--- src/rtl/result_readback_pkg.sv ---
// Shared definitions for the result readback path.
// Holds the FSM state encodings and the default widths/depths used by
// result_readback and its output FIFO.
package result_readback_pkg;

  localparam int RR_ADDR_W = 12;
  localparam int RR_RES_W  = 32;
  localparam int RR_FIFO_D = 4;

  localparam logic [2:0] RR_IDLE  = 3'd0;
  localparam logic [2:0] RR_WAIT  = 3'd1;
  localparam logic [2:0] RR_READ  = 3'd2;
  localparam logic [2:0] RR_DRAIN = 3'd3;
  localparam logic [2:0] RR_DONE  = 3'd4;

endpackage

--- src/rtl/result_readback_fifo.sv ---
// rr_sync_fifo: small synchronous FIFO used as the output buffer of
// result_readback. A push and a pop in the same cycle are both honoured.
// Ports:
//   clk, rst   clock and synchronous active-high reset (pointers/count only)
//   push       write push_data this cycle (caller guarantees not full)
//   push_data  word to store
//   pop        drop the head word this cycle (caller guarantees not empty)
//   head       word at the head of the FIFO
//   cnt        current occupancy, 0..DEPTH
//   empty      cnt == 0
module rr_sync_fifo
  import result_readback_pkg::*;
#(
  parameter int DEPTH = RR_FIFO_D,
  parameter int WIDTH = RR_RES_W
) (
  input  logic                       clk,
  input  logic                       rst,
  input  logic                       push,
  input  logic [WIDTH-1:0]           push_data,
  input  logic                       pop,
  output logic [WIDTH-1:0]           head,
  output logic [$clog2(DEPTH):0]     cnt,
  output logic                       empty
);

  localparam int AW = $clog2(DEPTH);
  localparam int CW = AW + 1;

  logic [WIDTH-1:0] mem [DEPTH];
  logic [AW-1:0]    wr_ptr;
  logic [AW-1:0]    rd_ptr;

  always_ff @(posedge clk) begin
    if (rst) begin
      wr_ptr <= '0;
      rd_ptr <= '0;
      cnt    <= '0;
    end else begin
      if (push) wr_ptr <= wr_ptr + AW'(1);
      if (pop)  rd_ptr <= rd_ptr + AW'(1);
      cnt <= cnt + CW'(push) - CW'(pop);
    end
  end

  // Storage is not reset; stale contents are never visible because the
  // consumer only looks at head while the FIFO is non-empty.
  always_ff @(posedge clk) begin
    if (push) mem[wr_ptr] <= push_data;
  end

  assign head  = mem[rd_ptr];
  assign empty = (cnt == '0);

endmodule

--- src/rtl/result_readback.sv ---
// result_readback: drains a block of result words from RAM port B once the
// result writer has finished, and streams them out over valid/ready with a
// last-beat marker.
// Ports:
//   clk, rstn   clock; rstn is a synchronous ACTIVE-HIGH reset
//   w_done      writer finished (pulse or level), remembered in wr_flag
//   start       request a readback, sampled only while idle
//   base_addr   first RAM address of the block (captured on start)
//   count       number of words in the block (captured on start)
//   rd_en       RAM port-B read enable
//   rd_addr     RAM port-B address
//   rd_data     RAM read data, valid one cycle after rd_en
//   m_valid     output word valid
//   m_ready     downstream ready
//   m_data      output word
//   m_last      marks the final word of the block
//   busy        high whenever the FSM is not idle
//   done        one-cycle pulse when the block is complete
module result_readback
  import result_readback_pkg::*;
#(
  parameter int ADDR_W = RR_ADDR_W,
  parameter int RES_W  = RR_RES_W,
  parameter int FIFO_D = RR_FIFO_D
) (
  input  logic              clk,
  input  logic              rstn,
  input  logic              w_done,
  input  logic              start,
  input  logic [ADDR_W-1:0] base_addr,
  input  logic [ADDR_W-1:0] count,
  output logic              rd_en,
  output logic [ADDR_W-1:0] rd_addr,
  input  logic [RES_W-1:0]  rd_data,
  output logic              m_valid,
  input  logic              m_ready,
  output logic [RES_W-1:0]  m_data,
  output logic              m_last,
  output logic              busy,
  output logic              done
);

  localparam int CW = $clog2(FIFO_D) + 1;
  localparam int NW = ADDR_W + 1;

  logic [2:0]        state, state_nxt;
  logic              wr_flag;
  logic [ADDR_W-1:0] base_r;
  logic [NW-1:0]     count_r;
  logic [NW-1:0]     issued;
  logic [NW-1:0]     sent;
  logic              vld_p1;
  logic              pop;
  logic [CW-1:0]     fifo_cnt;
  logic              fifo_empty;
  logic [RES_W-1:0]  fifo_head;
  logic [CW:0]       occ_nxt;

  assign pop = m_valid & m_ready;

  // Credits: FIFO words plus the read already in flight, after this cycle's
  // pop. A new read is allowed only if its word is guaranteed a slot.
  assign occ_nxt = (CW+1)'(fifo_cnt) + (CW+1)'(vld_p1) - (CW+1)'(pop);
  assign rd_en   = (state == RR_READ) && (occ_nxt < (CW+1)'(FIFO_D));
  assign rd_addr = base_r + issued[ADDR_W-1:0];

  always_comb begin
    state_nxt = state;
    case (state)
      RR_IDLE: begin
        if (start) begin
          if (count == '0)            state_nxt = RR_DONE;
          else if (wr_flag || w_done) state_nxt = RR_READ;
          else                        state_nxt = RR_WAIT;
        end
      end
      RR_WAIT:  if (wr_flag || w_done) state_nxt = RR_READ;
      RR_READ:  if (rd_en && (issued + NW'(1) == count_r)) state_nxt = RR_DRAIN;
      // All beats accepted implies the FIFO is empty and nothing is in flight.
      RR_DRAIN: if (sent + NW'(pop) == count_r) state_nxt = RR_DONE;
      RR_DONE:  state_nxt = RR_IDLE;
      default:  state_nxt = RR_IDLE;
    endcase
  end

  always_ff @(posedge clk) begin
    if (rstn) begin
      state   <= RR_IDLE;
      wr_flag <= 1'b0;
      base_r  <= '0;
      count_r <= '0;
      issued  <= '0;
      sent    <= '0;
      vld_p1  <= 1'b0;
    end else begin
      state  <= state_nxt;
      vld_p1 <= rd_en;
      // Clear on entry to DONE wins over a simultaneous w_done.
      if (state_nxt == RR_DONE && state != RR_DONE) wr_flag <= 1'b0;
      else if (w_done)                              wr_flag <= 1'b1;
      if (state == RR_IDLE && start) begin
        base_r  <= base_addr;
        count_r <= {1'b0, count};
        issued  <= '0;
        sent    <= '0;
      end else begin
        if (rd_en) issued <= issued + NW'(1);
        if (pop)   sent   <= sent + NW'(1);
      end
    end
  end

  // ---- stage p1: RAM word lands, pushed straight into the output FIFO ----
  rr_sync_fifo #(
    .DEPTH (FIFO_D),
    .WIDTH (RES_W)
  ) u_fifo (
    .clk       (clk),
    .rst       (rstn),
    .push      (vld_p1),
    .push_data (rd_data),
    .pop       (pop),
    .head      (fifo_head),
    .cnt       (fifo_cnt),
    .empty     (fifo_empty)
  );

  assign m_valid = !fifo_empty;
  assign m_data  = m_valid ? fifo_head : '0;
  assign m_last  = m_valid && (sent == count_r - NW'(1));
  assign busy    = (state != RR_IDLE);
  assign done    = (state == RR_DONE);

endmodule

--- config.mk ---
export PLATFORM = sky130hd
export DESIGN_NAME = result_readback
export DESIGN_NICKNAME = d
export VERILOG_FILES = /design/src/rtl/result_readback_pkg.sv /design/src/rtl/result_readback_fifo.sv /design/src/rtl/result_readback.sv
export SDC_FILE = /design/constraint.sdc
export NUM_CORES = 1
export LEC_CHECK = 0
export CAP_MARGIN = 20
export CORE_ASPECT_RATIO = 0.8
export CORE_UTILIZATION = 55
export DETAILED_ROUTE_END_ITERATION = 8
export HOLD_SLACK_MARGIN = 0.02
export PLACE_DENSITY = 0.79
export SLEW_MARGIN = 20
export SYNTH_ARGS = -nofsm -noshare
export SYNTH_HDL_FRONTEND = slang
export SYNTH_SLANG_ARGS = --single-unit
--- constraint.sdc ---
create_clock -name clk -period 4.6 [get_ports clk]
set_clock_uncertainty 0.05 [all_clocks]
set_input_delay 0.69 -clock clk [delete_from_list [all_inputs] [get_ports clk]]
set_output_delay 0.69 -clock clk [all_outputs]
set_load 0.01 [all_outputs]
==> impl_metrics.toml, run 1 <==
[outcome]
status = "finished clean"

[critical_path]
cp-start-kind = "primary input"
slowest_delay_ns = 0.53
cp.depth = 13
r2r_start = "u_fifo.cnt[1]"
crit_top_cell = "inv_1"
r2r_end = "state[0]"
path_max_fanout = 3
critPathBufInv = 5
end_kind = "output pin"
setup.worst_path.class = "primary input to output pin"
path_delay_family = "buffers and inverters"
r2r_setup_slack_ns = 1.25
reg2reg_depth = 14
worstPathArrival_ns = 3.62
cp_slowest_cell = "clkdlybuf4s50_1"
critPathRequiredTime_ns = 3.86
path_cells = "clkdlybuf4s50_1 -> nor2b_1 -> ha_1 -> inv_1 -> ha_1 -> inv_1 -> fa_1 -> nor2b_1 -> a21oi_1 -> o22ai_2 -> nand2_1 -> inv_1 -> clkdlybuf4s50_1"

[logic_synthesis]
synth_ff_type = "edfxtp_1"
avgSynthCellArea_um2 = 11.89
synth.net_count = 858
synthCells = 771
synthTopCellsByArea = "edfxtp_1, dfxtp_1, mux4_2"
ys_types = 62
seq_area_frac_synth = 0.5589
synth_top_area_share = 0.4192
netlist_area_um2 = 9170
synth_top_area_cell = "edfxtp_1"
ys_async_sr_fraction = 0
synth_edf_count = 128
ys_ff_latch = 192
yosysWarnings = 0

[floorplan]
die_h_um = 117.5
core_region_area_um2 = 16060
die_area_um2 = 17200
fp.dieW_um = 146.4
start_util = 0.5711
rows = 41
num_io_pins = 110

[detailed_routing]
drc = 0
first_iter_violations = 547
avgRoutedWirePerCell_um = 19.31
dr.pass1.iters = 5
drtAntennaViolNets = 0
viasPerCell = 5.894
vias = 6460
wl_um = 21160

[layout]
n_antenna_cell = 0
nNetsFinal = 955
mostFrequentLayoutCell = "edfxtp_1"
final_util = 0.6873
drive_above_1_share = 0.09308
final_cell_mix = "edfxtp_1, clkdlybuf4s50_1, nand2_1"
area_growth_pct = 20.34

[power]
total_power_w = 0.004889
p_sw_w = 0.001454
internal-power_w = 0.003435
switching_share = 0.2973
peakVddDrop_uv = 274.0
power_frac_clock = 0.288
comb_power_share = 0.305
p_seq_frac = 0.407
powerDensity_nw_per_um2 = 443.0
leakage_nw = 3.759

[timing]
tightest_slew_ns = 0.7806
rsz0062_at_grt = "no"
slew_headroom = 0.4780
final-hold-violation-count = 0
tns_ns = 0
report.final.slew_viol_count = 0
max_clock_freq_ghz = 0.2295
post-route-period-util = 0.9471
setup_viol = 0
timing.final.crit_period_ns = 4.356

[global_routing]
grt_overflow = 0
track_usage = 0.2536
grt_first_pass_wirelength_um = 33400
grt_max_degree = 35
grt_pass1_vias = 6500
antenna_found_initial = 0

[clock_tree]
hold_buffers = 0
root_buffer = "clkbuf_16"
cts.sinks = 192
cts_made_buffers = 17
tritoncts = "done"
clock_path_buffers = 2
cts_setup_buffers = 0
clkTransAtPathRegs_ns = 0.07
cts_resized = 0
clock_latency_ns = 0.43
htreeDepth = 4

[hold_path]
min_path_type = "register to register"
holdPathStages = 2
holdCritStartpoint = "base_r[6]"
holdPathEnd = "base_r[6]"

[flow_run]
maxCapViolCount = 0

[place]
dp_hpwl_um = 14210
place.gp.congestion = 0.9125
port_buffers = 109
-- routing by layer --
layer / track usage / vias to the layer above / routed length, um
met4: 0.07422 / 0 / 274
met3: 0.05620 / 29 / 1374
met1: 0.3343 / 3140 / 8896
met5: 0 / - / 0
li1: - / 3009 / -
met2: 0.4220 / 282 / 10620
-- kinds of logic after synthesis --
logic type / Yosys count / share of synthesized area
simple gates: 274 / 0.1534
buf+inv: 74 / 0.03179
xor+xnor: 71 / 0.06781
fa+ha+maj: 26 / 0.03711
flops: 192 / 0.5589
mux: 36 / 0.08296
compound gates: 98 / 0.06809
-- state kept, by name (all words and copies together) (netlist names), named ones only --
name,flops
u_fifo.mem,128
issued,13
sent,13
base_r,12
count_r,12
state,3
u_fifo.cnt,3
u_fifo.rd_ptr,2
u_fifo.wr_ptr,2
vld_p1,1
wr_flag,1
-- stage by stage --
| stage | instance area [um^2] | setup slack [ns] | cells | hold WS (ns) |
|---|---|---|---|---|
| CTS | 11010 | 0.1592 | 1095 | 0.4172 |
| global route | 11040 | 0.03625 | 1096 | 0.4353 |
| floorplan | 9170 | 0.9890 | 771 | 0.3906 |
| detailed placement | 10460 | 0.1613 | 1063 | 0.4074 |
| global placement | 10460 | 0.3172 | 1063 | 0.4001 |
| finish | 11040 | 0.2436 | 1096 | 0.4185 |
-- Yosys cell counts, types with 3 or more instances --
library cell,number
a2111oi_0,3
a21o_1,4
a21oi_1,41
and2_1,8
and3_1,7
and4_1,4
buf_2,8
clkbuf_1,36
dfxtp_1,64
edfxtp_1,128
ha_1,24
inv_1,28
mux2i_1,4
mux4_2,32
nand2_1,72
nand2b_1,5
nand3_1,17
nand3b_1,3
nand4_1,19
nor2_1,56
nor2b_1,39
nor3_1,19
nor4_1,8
o211ai_1,3
o21a_1,3
o21ai_0,13
o22ai_1,3
o31ai_1,3
or3_1,7
xnor2_1,39
xor2_1,32
-- worst max-delay path by stage --
stage	from	endpoint
floorplan	u_fifo.cnt[1]	rd_en
global placement	m_ready	rd_en
detailed placement	m_ready	rd_en
CTS	m_ready	rd_en
global route	m_ready	rd_en
finish	m_ready	rd_en
-- worst reg2reg max path: cells and delay by family, from the launching register on --
| family | cells | cell delay [ns] |
|---|---|---|
| simple gates | 4 | 0.64 |
| flops | 1 | 0.37 |
| buf+inv | 3 | 0.30 |
| compound gates | 4 | 1.06 |
| fa+ha+maj | 3 | 0.89 |
-- power by group through the flow --
stage / Combinational [W] / Clock, W / Sequential, W
2_1_floorplan: 0.000866 / 0 / 0.00199
3_3_place_gp: 0.00142 / 0 / 0.00201
3_5_place_dp: 0.00148 / 0 / 0.00202
4_1_cts: 0.00149 / 0.00143 / 0.00199
5_1_grt: 0.00160 / 0.00149 / 0.00200
6_report: 0.00149 / 0.00141 / 0.00199
-- cell type report --
class | count | area, um^2
clock inverter | 14 | 130.1
sequential | 192 | 5126
timing repair buffer | 124 | 1211
fill | 1098 | 5021
clock buffer | 18 | 429.2
multi-input combinational | 505 | 3765
inverter | 28 | 105.1
tap | 215 | 269.0
Power figures use the tool's default switching activity.
==> run 2, diff against run 1 <==
--- a/config.mk
+++ b/config.mk
@@ -8,6 +8,7 @@
 export CAP_MARGIN = 20
 export CORE_ASPECT_RATIO = 0.8
 export CORE_UTILIZATION = 55
+export CTS_CLUSTER_SIZE = 8
 export DETAILED_ROUTE_END_ITERATION = 8
 export HOLD_SLACK_MARGIN = 0.02
 export PLACE_DENSITY = 0.79
==> results of run 2 <==
No change in the layout: final DEF, timing and power equal those of run 1.
==> run 3, diff against run 2 <==
--- a/config.mk
+++ b/config.mk
@@ -10,6 +10,7 @@
 export CORE_UTILIZATION = 55
 export CTS_CLUSTER_SIZE = 8
 export DETAILED_ROUTE_END_ITERATION = 8
+export GPL_ROUTABILITY_DRIVEN = 0
 export HOLD_SLACK_MARGIN = 0.02
 export PLACE_DENSITY = 0.79
 export SLEW_MARGIN = 20
==> impl_metrics.toml, run 3 (same netlist as run 1, synthesis figures left out) <==
[global_routing]
antenna_found_initial = 0
grt_overflow = 0
grt_pass1_vias = 6239
grt.met3_usage = 0.04419
busiest_layer = "met2"
grt_max_degree = 35
grtUsageMet2 = 0.3976
met1_usage = 0.3291
grt_first_pass_wirelength_um = 32080
track_usage = 0.2413

[floorplan]
die_h_um = 117.5
rows = 41
die_area_um2 = 17200
fp.dieW_um = 146.4
start_util = 0.5711
core_region_area_um2 = 16060
num_io_pins = 110

[place]
place_ws_ns = 0.2316
dp.cells = 1064
placed_cell_area_um2 = 10460
dp_hpwl_um = 13590
port_buffers = 109

[critical_path]
worstPathArrival_ns = 3.62
r2r_start = "u_fifo.cnt[1]"
path_max_fanout = 3
critPathRequiredTime_ns = 3.86
worstSetupEndpoint = "rd_en"
end_kind = "output pin"
setup.worst_path.class = "primary input to output pin"
critPathLaunch = "m_ready"
r2r_end = "state[0]"
r2r_setup_slack_ns = 1.36
reg2reg_depth = 14
cp-start-kind = "primary input"

[detailed_routing]
first_iter_violations = 553
viasPerCell = 5.882
dr.pass1.iters = 5
drtAntennaViolNets = 0
drc = 0
vias = 6453
avgRoutedWirePerCell_um = 18.19
wl_um = 19960

[layout]
drive_above_1_share = 0.09637
reg_top3 = "u_fifo.mem (128), issued (13), sent (13)"
nNetsFinal = 956
mostFrequentLayoutCell = "edfxtp_1"
largest_register = "u_fifo.mem"
final_cell_area_um2 = 11070
n_antenna_cell = 0
final_cell_mix = "edfxtp_1, clkdlybuf4s50_1, nand2_1"
fin_cells = 1097
largest_register_ffs = 128
fillers = 1101
area_growth_pct = 20.69

[timing]
final-hold-violation-count = 0
post-route-period-util = 0.9486
rsz0062_at_grt = "no"
setup_viol = 0
tns_ns = 0
max_clock_freq_ghz = 0.2292
worst_slack_ns = 0.2365
slew_headroom = 0.4465
timing.final.crit_period_ns = 4.363
tightest_slew_ns = 0.8303
report.final.slew_viol_count = 0

[power]
powerDensity_nw_per_um2 = 442.5
peakVddDrop_uv = 347.7
leakage_nw = 3.770

[flow_run]
maxCapViolCount = 0

[clock_tree]
clock_path_buffers = 2
root_buffer = "clkbuf_16"
cts.sinks = 192
cts_setup_buffers = 0
hold_buffers = 0
cts_resized = 0
tritoncts = "done"
htreeDepth = 4
clock_latency_ns = 0.43
clkTransAtPathRegs_ns = 0.07
cts_made_buffers = 17

[outcome]
status = "finished clean"

[hold_path]
min_path_type = "register to register"
==> run 3: changes by cell type in the layout (fill, tap and decap cells not counted) <==
cell	change
clkbuf_1	-1
o22ai_1	+1
clkinv_8	+2
clkinv_4	+1
buf_4	+1
buf_6	+1
inv_8	-1
clkinv_1	-2
o22ai_2	-1
clkinv_2	-2
clkinvlp_4	+1
inv_6	+2
buf_8	-1
==> run 3: cell type report <==
class                           instances  area, um^2  area share
Inverter                               28       105.1    0.009497
Clock inverter                         15       167.7     0.01515
Tap cell                              215       269.0     0.02431
Clock buffer                           17       425.4     0.03844
Multi-Input combinational cell        505        3759      0.3396
Timing Repair Buffer                  125        1215      0.1098
Sequential cell                       192        5126      0.4632
==> run 3: per-stage QoR <==
step	hold WS, ns	power [W]	util
global placement	0.4009	0.003438	0.6516
finish	0.4218	0.004897	0.6892
floorplan	0.3906	0.002856	-
global route	0.4322	0.005103	0.6892
CTS	0.4204	0.004927	0.6885
detailed placement	0.4088	0.003484	0.6516
==> run 3: where the power goes <==
part	switching (W)	leakage, nW	internal, W
registers	0.000120	1.67	0.00192
clock network	0.000679	0.284	0.000773
logic	0.000650	1.81	0.000757
total	0.00145	3.77	0.00345
==> run 3: how the worst min path moves through the flow <==
stage / cells after the start / slack (ns) / start / to
3_3_place_gp: 2 / 0.40 / base_r[10] / base_r[10]
6_report: 2 / 0.42 / base_r[9] / base_r[9]
4_1_cts: 2 / 0.42 / base_r[9] / base_r[9]
3_5_place_dp: 2 / 0.41 / base_r[9] / base_r[9]
5_1_grt: 2 / 0.43 / base_r[9] / base_r[9]
2_1_floorplan: 2 / 0.39 / base_r[0] / base_r[0]
==> run 3: layer usage <==
layer / wire length (um) / vias up
met3: 1266 / 17
met2: 9881 / 241
met4: 174 / 0
met1: 8634 / 3185
met5: 0 / -
li1: - / 3010
==> run 3: worst max-delay path: stages <==
cell,delay (ns)
clkdlybuf4s50_1,0.45
nor2b_1,0.18
ha_1,0.26
inv_1,0.06
ha_1,0.19
inv_1,0.07
fa_1,0.41
xor2_1,0.21
a22oi_1,0.09
o22ai_1,0.27
nand2_1,0.12
inv_1,0.09
clkdlybuf4s50_1,0.53
